File: src/rtl/cache_controller.sv
// rtl/cache_controller.sv - direct-mapped write-through write-allocate cache controller
//
// Sits between a CPU request port and a word-addressed RAM. Each line holds
// one word. Read hits return in one cycle. Read misses and all writes go to
// RAM and take MEM_LATENCY cycles there before the response.
//
// Ports:
//   clk, rst_n           clock (rising edge), asynchronous active-low reset
//   req_valid/req_ready  CPU request handshake; accepted when both are 1
//   req_write            1 = write, 0 = read
//   req_address          32-bit word address
//   req_data             write data
//   resp_valid           one-cycle response pulse
//   resp_data            read data (a write echoes the written word)
//   resp_hit             request hit a valid line with a matching tag
//   mem_address          to ram.address
//   mem_data             to ram.data
//   mem_write            to ram.write, high only while writing through
//   mem_out              from ram.out
module cache_controller #(
    parameter int INDEX_BITS  = 5,
    parameter int MEM_LATENCY = 2
) (
    input  logic        clk,
    input  logic        rst_n,
    input  logic        req_valid,
    input  logic        req_write,
    input  logic [31:0] req_address,
    input  logic [31:0] req_data,
    output logic        req_ready,
    output logic        resp_valid,
    output logic [31:0] resp_data,
    output logic        resp_hit,
    output logic [31:0] mem_address,
    output logic [31:0] mem_data,
    output logic        mem_write,
    input  logic [31:0] mem_out
);

    localparam int TAG_BITS = 32 - INDEX_BITS;
    localparam int LINES    = 1 << INDEX_BITS;
    localparam int CW       = (MEM_LATENCY > 1) ? $clog2(MEM_LATENCY) : 1;
    localparam logic [CW-1:0] CNT_LOAD = CW'(MEM_LATENCY - 1);

    typedef enum logic [1:0] {
        IDLE      = 2'd0,
        READ_MEM  = 2'd1,
        WRITE_MEM = 2'd2
    } state_t;

    state_t state;
    state_t state_next;

    logic [CW-1:0]       cnt;
    logic                pend_hit;
    logic [LINES-1:0]    valid;
    logic [TAG_BITS-1:0] tag_mem  [LINES];
    logic [31:0]         data_mem [LINES];

    logic [INDEX_BITS-1:0] req_index;
    logic [TAG_BITS-1:0]   req_tag;
    logic [INDEX_BITS-1:0] fill_index;
    logic [TAG_BITS-1:0]   fill_tag;
    logic                  hit;
    logic                  accept;
    logic                  done;

    assign req_index  = req_address[INDEX_BITS-1:0];
    assign req_tag    = req_address[31:INDEX_BITS];
    // The latched RAM address doubles as the fill address on a read miss.
    assign fill_index = mem_address[INDEX_BITS-1:0];
    assign fill_tag   = mem_address[31:INDEX_BITS];

    assign hit    = valid[req_index] && (tag_mem[req_index] == req_tag);
    assign accept = req_valid && (state == IDLE);
    assign done   = (cnt == '0);

    always_ff @(posedge clk or negedge rst_n) begin
        if (!rst_n) begin
            state <= IDLE;
        end else begin
            state <= state_next;
        end
    end

    always_comb begin
        state_next = state;
        req_ready  = 1'b0;
        mem_write  = 1'b0;
        case (state)
            IDLE: begin
                req_ready = 1'b1;
                if (accept && req_write) begin
                    state_next = WRITE_MEM;
                end else if (accept && !hit) begin
                    state_next = READ_MEM;
                end
            end
            READ_MEM: begin
                if (done) begin
                    state_next = IDLE;
                end
            end
            WRITE_MEM: begin
                mem_write = 1'b1;
                if (done) begin
                    state_next = IDLE;
                end
            end
            default: state_next = IDLE;
        endcase
    end

    // Control, response and RAM-side registers. Valid bits live here so that
    // reset invalidates every line, undoing a write-allocate whose RAM write
    // was cut short.
    always_ff @(posedge clk or negedge rst_n) begin
        if (!rst_n) begin
            cnt         <= '0;
            pend_hit    <= 1'b0;
            valid       <= '0;
            resp_valid  <= 1'b0;
            resp_data   <= '0;
            resp_hit    <= 1'b0;
            mem_address <= '0;
            mem_data    <= '0;
        end else begin
            resp_valid <= 1'b0;
            case (state)
                IDLE: begin
                    if (accept) begin
                        if (req_write) begin
                            valid[req_index] <= 1'b1;
                            mem_address      <= req_address;
                            mem_data         <= req_data;
                            pend_hit         <= hit;
                            cnt              <= CNT_LOAD;
                        end else if (hit) begin
                            resp_valid <= 1'b1;
                            resp_data  <= data_mem[req_index];
                            resp_hit   <= 1'b1;
                        end else begin
                            mem_address <= req_address;
                            cnt         <= CNT_LOAD;
                        end
                    end
                end
                READ_MEM: begin
                    if (done) begin
                        valid[fill_index] <= 1'b1;
                        resp_valid        <= 1'b1;
                        resp_data         <= mem_out;
                        resp_hit          <= 1'b0;
                    end else begin
                        cnt <= cnt - CW'(1);
                    end
                end
                WRITE_MEM: begin
                    if (done) begin
                        resp_valid <= 1'b1;
                        resp_data  <= mem_data;
                        resp_hit   <= pend_hit;
                    end else begin
                        cnt <= cnt - CW'(1);
                    end
                end
                default: ;
            endcase
        end
    end

    // Tag and data arrays are not reset; the valid bits guard them.
    always_ff @(posedge clk) begin
        if (accept && req_write) begin
            tag_mem[req_index]  <= req_tag;
            data_mem[req_index] <= req_data;
        end else if ((state == READ_MEM) && done) begin
            tag_mem[fill_index]  <= fill_tag;
            data_mem[fill_index] <= mem_out;
        end
    end

endmodule

File: config.mk
export PLATFORM = sky130hd
export DESIGN_NAME = cache_controller
export DESIGN_NICKNAME = d
export VERILOG_FILES = /design/src/rtl/cache_controller.sv
export SDC_FILE = /design/constraint.sdc
export NUM_CORES = 2
export LEC_CHECK = 0
export CELL_PAD_IN_SITES_DETAIL_PLACEMENT = 1
export CELL_PAD_IN_SITES_GLOBAL_PLACEMENT = 1
export CORE_ASPECT_RATIO = 0.75
export CORE_MARGIN = 1.5
export CORE_UTILIZATION = 49
export DETAILED_ROUTE_END_ITERATION = 10
export PLACE_DENSITY_LB_ADDON = 0.1
export SYNTH_ARGS = -nofsm -noshare
export SYNTH_HDL_FRONTEND = slang
export SYNTH_SLANG_ARGS = --single-unit
File: constraint.sdc
create_clock -name clk -period 5.12 [get_ports clk]
set_clock_uncertainty 0.05 [all_clocks]
set_input_delay 0.512 -clock clk [delete_from_list [all_inputs] [get_ports clk]]
set_output_delay 0.512 -clock clk [all_outputs]
set_load 0.02 [all_outputs]
# == Word-level counts from Yosys, hierarchy flattened ==
# Memory sizes are Yosys's and may differ from the RTL's.
# Index checks and enable logic that the tools add are counted.
# word_totals
reg_bits,134
ram_bits,1888
inputBits,100
out_inout_bits,100
wordCells,104
mem_count,2
# classes
n_addsub,1
magnitude_cmp,4
eq_ne,13
mux,51
bitwise_logic,3
n_reduce_logical,21
# mem_list
memory,words,word_bits,rd,rd_clocked_by_memory_dff,write_ports,line_no,rtl
data_mem,32,32,1,0,1,58,logic [31:0] data_mem [LINES];
tag_mem,32,27,1,0,1,57,logic [TAG_BITS-1:0] tag_mem [LINES];
# op_table
cell,count
two-way mux 32 bit,11
one-hot mux 32 bit (3 select lines),1
bitwise OR 32 bit,2
one-hot mux 32 bit (2 select lines),1
OR reduction 32 bit,1
== test 27 bit,1
two-way mux 27 bit,1
OR reduction 27 bit,1
two-way mux 1 bit,25
!= test 2 bit (second input constant),8
< comparator 5 x 6 -> 1 bit (second input constant),2
demux 1 bit (select 5 bit),2
greater-or-equal comparator 5 x 1 -> 1 bit (second input constant),2
two-way mux 5 bit,2
AND reduction 3 bit,3
logical AND 1 bit,7
two-way mux 2 bit,3
AND reduction 6 bit,1
binary-select mux 1 bit (select 5 bit),1
one-hot mux 1 bit (2 select lines),2
one-hot mux 2 bit (2 select lines),1
AND reduction 4 bit,1
nonzero test 2 bit,2
!= test 3 x 1 -> 1 bit (second input constant),1
other kinds (11),11

# == Longest topological paths before layout ==
# logic_depth
ltp_word,8
depth_mapped,16
depth_no_buf,9

# == Worst setup path after synthesis ==
# No wires, ideal clock.
# synth_path
path_type,in2reg
start,input req_address[1]
end,memory data_mem[2][0] (enable)
setup_ps,476
arrival_ps,5469
required_ps,4594
slack_ps,-876
stages,11
n_path_buf,9
path_cell_list,buf_2 > buf_2 > buf_2 > buf_2 > buf_2 > buf_2 > buf_2 > buf_2 > buf_1 > a32oi_1 > nor2_1
# synth_between
elab_chain_cells,1
# synth_rtl
item,line_no,rtl
from (decl),28,"input logic [31:0] req_address,"
two-way mux 5 bit (no line),n/a,
to (decl),58,
# No other way between the ends.

# == Worst setup path in the final report ==
# layout_path
start,input req_address[3]
end,register mem_address[31]
# layout_between
elab_chain_cells,5
word_cells_on_any_way,7
classes_between,2 x eq/ne; 2 x mux; 2 x reduce/logical; 1 x memory
# layout_rtl
item,line_no,rtl
memory read (32 x 27 bit) or binary-select mux 1 bit (select 5 bit) (tied branches),n/a,
== test 27 bit or two-way mux 1 bit (tied branches),74,assign hit = valid[req_index] && (tag_mem[req_index] == req_tag);
logical AND 1 bit *,74,
!= test 2 bit (no line) *,n/a,
AND reduction 3 bit (no line) *,n/a,
to (signal assigned),134,mem_address <= req_address;
to (signal assigned),143,mem_address <= req_address;
to (decl),34,"output logic [31:0] mem_address,"
# Every way passes the cells marked *; elsewhere a longest branch is shown, timed or not. The select of a mux whose other input is x is not followed.
# A chain may end at the register's enable or synchronous reset.

==> flow_summary.toml <==
[synthesis]
synthAdderAreaFrac_pct = 0.0792
synth.mux.area_fraction_pct = 15.3
synth_cell_types = 60
yosysSeqAreaShare_pct = 76.0
avgSynthCellArea_um2 = 19.1
yosys.area_share.simple_pct = 3.06
ys_async_sr_fraction_pct = 6.63
synthCells = 4140
syn_area_um2 = 79000
yosys_warnings = 0
synth_seq_cells = 2022
synth_compound_area_share_pct = 4.18
synth_edf_count = 1888
synth_xor_area_share_pct = 0
synth_top_family_by_area = "multiplexers"
synth_nets = 4245
synthFlopType = "edfxtp_1"

[global_routing]
first_global_vias = 44100
grtUsageMet3_pct = 6.70
grtUsageMet2_pct = 44.3
grt_overflow = 0
grtUsageTotal_pct = 29.2
grt_pass1_wl_mm = 335
grt_max_degree = 77
use_met1_pct = 42.4
grt-busiest-layer = "met2"
antenna_found_initial = 6

[timing]
slew_headroom_pct = 6.63
fin_crit_ns = 4.72
tightest_slew_ns = 1.40
rsz0062_at_grt = "false"
hold_violations = 0
drv_slew = 0
max_freq_mhz = 212
setup_violations = 0
setup_tns_ns = 0
finalCritPeriodShare_pct = 92.2

[min_path]
hold_class = "in2reg"
hold_depth = 2
min_from = "req_data[12]"
holdPathEnd = "mem_data[12]$_DFFE_PN0P_"

[setup_path]
r2r_start = "tag_mem[2][21]$_DFFE_PP_"
slowest_delay_ns = 0.79
path_delay_family = "simple AND/OR/NAND/NOR gates"
critPathMostFrequentCell = "buf_4"
cp-end-kind = "register"
reg2regPathDepth = 11
r2r_setup_slack_ns = 0.93
reg2reg_to = "mem_address[31]$_DFFE_PN0P_"
worstPathCellList = "buf_4, or4b_2, buf_4, o22ai_1, nor4_1, a21oi_1, nand4b_1, nor4_1, buf_4, nand4_1, o21bai_4, buf_12, mux2_2"
startpoint_type = "input pin"
worstPathRequired_ns = 5.78
worstSetupPathType = "in2reg"
cp_max_fo = 23
arrival_ns = 5.38
cp_slowest_cell = "or4b_2"
path_buf_inv = 4
path_depth = 13

[outcome]
status = "finished clean"

[route]
wl_per_cell_um = 35.0
drc = 0
viasPerCell = 6.35
drt-initial-drc-count = 5111
ant_nets = 0
dr.pass1.iters = 6
wirelength_mm = 238
vias = 43300

[power]
p_total_uw = 40600
irDropWorstVdd_mv = 0.321
leakagePower_uw = 0.0306
powerDensity_nw_per_um2 = 444

[placed_design]
port_buffers = 199
gp_congestion = 0.797
hpwlAfterDp_mm = 135
place_inst = 6467

[clock_tree]
cts_tree = "done"
cts_root_buffer = "clkbuf_16"
post_cts_buffers = 0
clockBufferDepth = 3
cts.clk_slew.worst_paths_ns = 0.06
h-tree-depth = 4
cts.sinks = 2022
insertion_delay_ns = 0.83
cts-resized-gates = 0
numCtsBuffers = 192

[finish]
nets = 4639
final_common_cell = "edfxtp_1"
fin_cells = 6819
fill_cells = 13800
final_cell_mix = "edfxtp_1 (1888), mux2i_1 (459), mux4_2 (283)"
area_growth_pct = 15.6
drive_gt1_share_pct = 18.8

[floorplanning]
ios = 200
core_um2 = 160000
die_h_um = 351
die_x_um = 467
rows = 127
die_area_um2 = 164000
initial_core_util_pct = 49.4

[job]
maxCapViolCount = 0
[per-layer routing]
layer / vias to the layer above / wire length, µm
li1: 17700 / -
met1: 23300 / 102000
met2: 1935 / 109000
met3: 336 / 20800
met4: 0 / 6900
met5: - / 0
[cell usage after synthesis, types with 5 or more instances]
| cell type | n | area [µm²] |
|---|---|---|
| nor3_1 | 9 | 45.0 |
| buf_4 | 7 | 52.6 |
| or3_1 | 5 | 31.3 |
| mux2_1 | 62 | 698 |
| or2_2 | 6 | 37.5 |
| nor4_1 | 55 | 344 |
| a22oi_1 | 63 | 473 |
| a21oi_1 | 82 | 410 |
| edfxtp_1 | 1888 | 56700 |
| a31oi_1 | 7 | 43.8 |
| nand3_1 | 13 | 65.1 |
| buf_1 | 43 | 161 |
| o211ai_1 | 12 | 90.1 |
| mux4_2 | 283 | 6370 |
| ha_1 | 5 | 62.6 |
| and3_1 | 18 | 113 |
| mux2_2 | 37 | 417 |
| o22ai_1 | 251 | 1570 |
| dfrtp_1 | 134 | 3350 |
| a21boi_0 | 5 | 37.5 |
| nor2_1 | 70 | 263 |
| and3b_1 | 7 | 61.3 |
| a211oi_1 | 12 | 90.1 |
| nand4bb_1 | 6 | 67.6 |
| nand2_1 | 279 | 1050 |
| or4_1 | 9 | 67.6 |
| mux2i_1 | 459 | 4590 |
| nand2b_1 | 7 | 43.8 |
| clkbuf_1 | 76 | 285 |
| inv_1 | 9 | 33.8 |
| o21ai_0 | 23 | 115 |
| buf_2 | 111 | 556 |
| a21o_1 | 36 | 270 |
[worst max path at each step]
| stage | start | endpoint |
|---|---|---|
| global placement | req_address[3] | mem_address[0]$_DFFE_PN0P_ |
| finish | req_address[3] | mem_address[31]$_DFFE_PN0P_ |
| CTS | req_address[3] | mem_address[31]$_DFFE_PN0P_ |
| detailed placement | req_address[3] | mem_address[31]$_DFFE_PN0P_ |
| global route | req_address[3] | mem_address[31]$_DFFE_PN0P_ |
| floorplan | req_address[1] | data_mem[2][0]$_DFFE_PP_ |
[worst register-to-register path, stage by stage (launching register included)]
cell and delay, ns:
edfxtp_1 0.37, mux2i_1 0.31, o22ai_1 0.19, nor4_1 0.48, a21o_1 0.19, nand4b_1 0.43
nor4_1 0.75, buf_4 0.24, nand4_1 0.16, o21bai_4 0.31, buf_12 0.25, mux2_2 0.38
[cell families (layout without fill, tap and decap cells)]
logic type | after synthesis | after routing
AND/OR/NAND/NOR | 510 | 510
multiplexers | 841 | 841
AO/OA/AOI/OAI | 513 | 513
buffers and inverters | 249 | 799
adder cells (fa/ha/maj) | 5 | 5
other | 0 | 1
flip-flops | 2022 | 2022
[cell type report]
cell class	count	area, µm²	area share (%)
clock inverters	85	583	0.638
inverters	9	36.3	0.0397
diodes	1	2.50	0.00274
clock buffers	265	5230	5.73
flip-flops and latches	2022	60000	65.7
repair buffers	440	4620	5.06
multi-input cells	1869	18200	19.9
well taps	2128	2660	2.91
[what timing repair did]
action | 4_1_cts | 5_1_grt
hold buffers | 1 | 0
endpoints found under the setup margin | 0 | 0
endpoints found under the hold margin | 74 | 0
[state kept, by name, summed over array words and instances (netlist names)]
signal       count
cnt              1
pend_hit         1
mem_address     32
resp_hit         1
valid           32
tag_mem        864
mem_data        32
resp_data       32
state            2
resp_valid       1
data_mem      1024
[power breakdown]
| group | internal (µW) | leakage (µW) | switching (µW) |
|---|---|---|---|
| clock | 7460 | 0.00284 | 6090 |
| combinational | 2250 | 0.00923 | 4350 |
| sequential | 19900 | 0.0185 | 494 |
[stage by stage]
stage	setup WS, ns	utilization [%]	hold WS [ns]	cell area [µm²]
finish	0.400	57.1	0.278	91400
global route	0.314	57.1	0.250	91400
CTS	0.652	57.1	0.217	91400
detailed placement	-0.225	53.5	0.393	85500
global placement	-0.107	53.5	0.384	85500
floorplan	-0.876	-	0.166	79000
(Power assumes the default switching activity.)
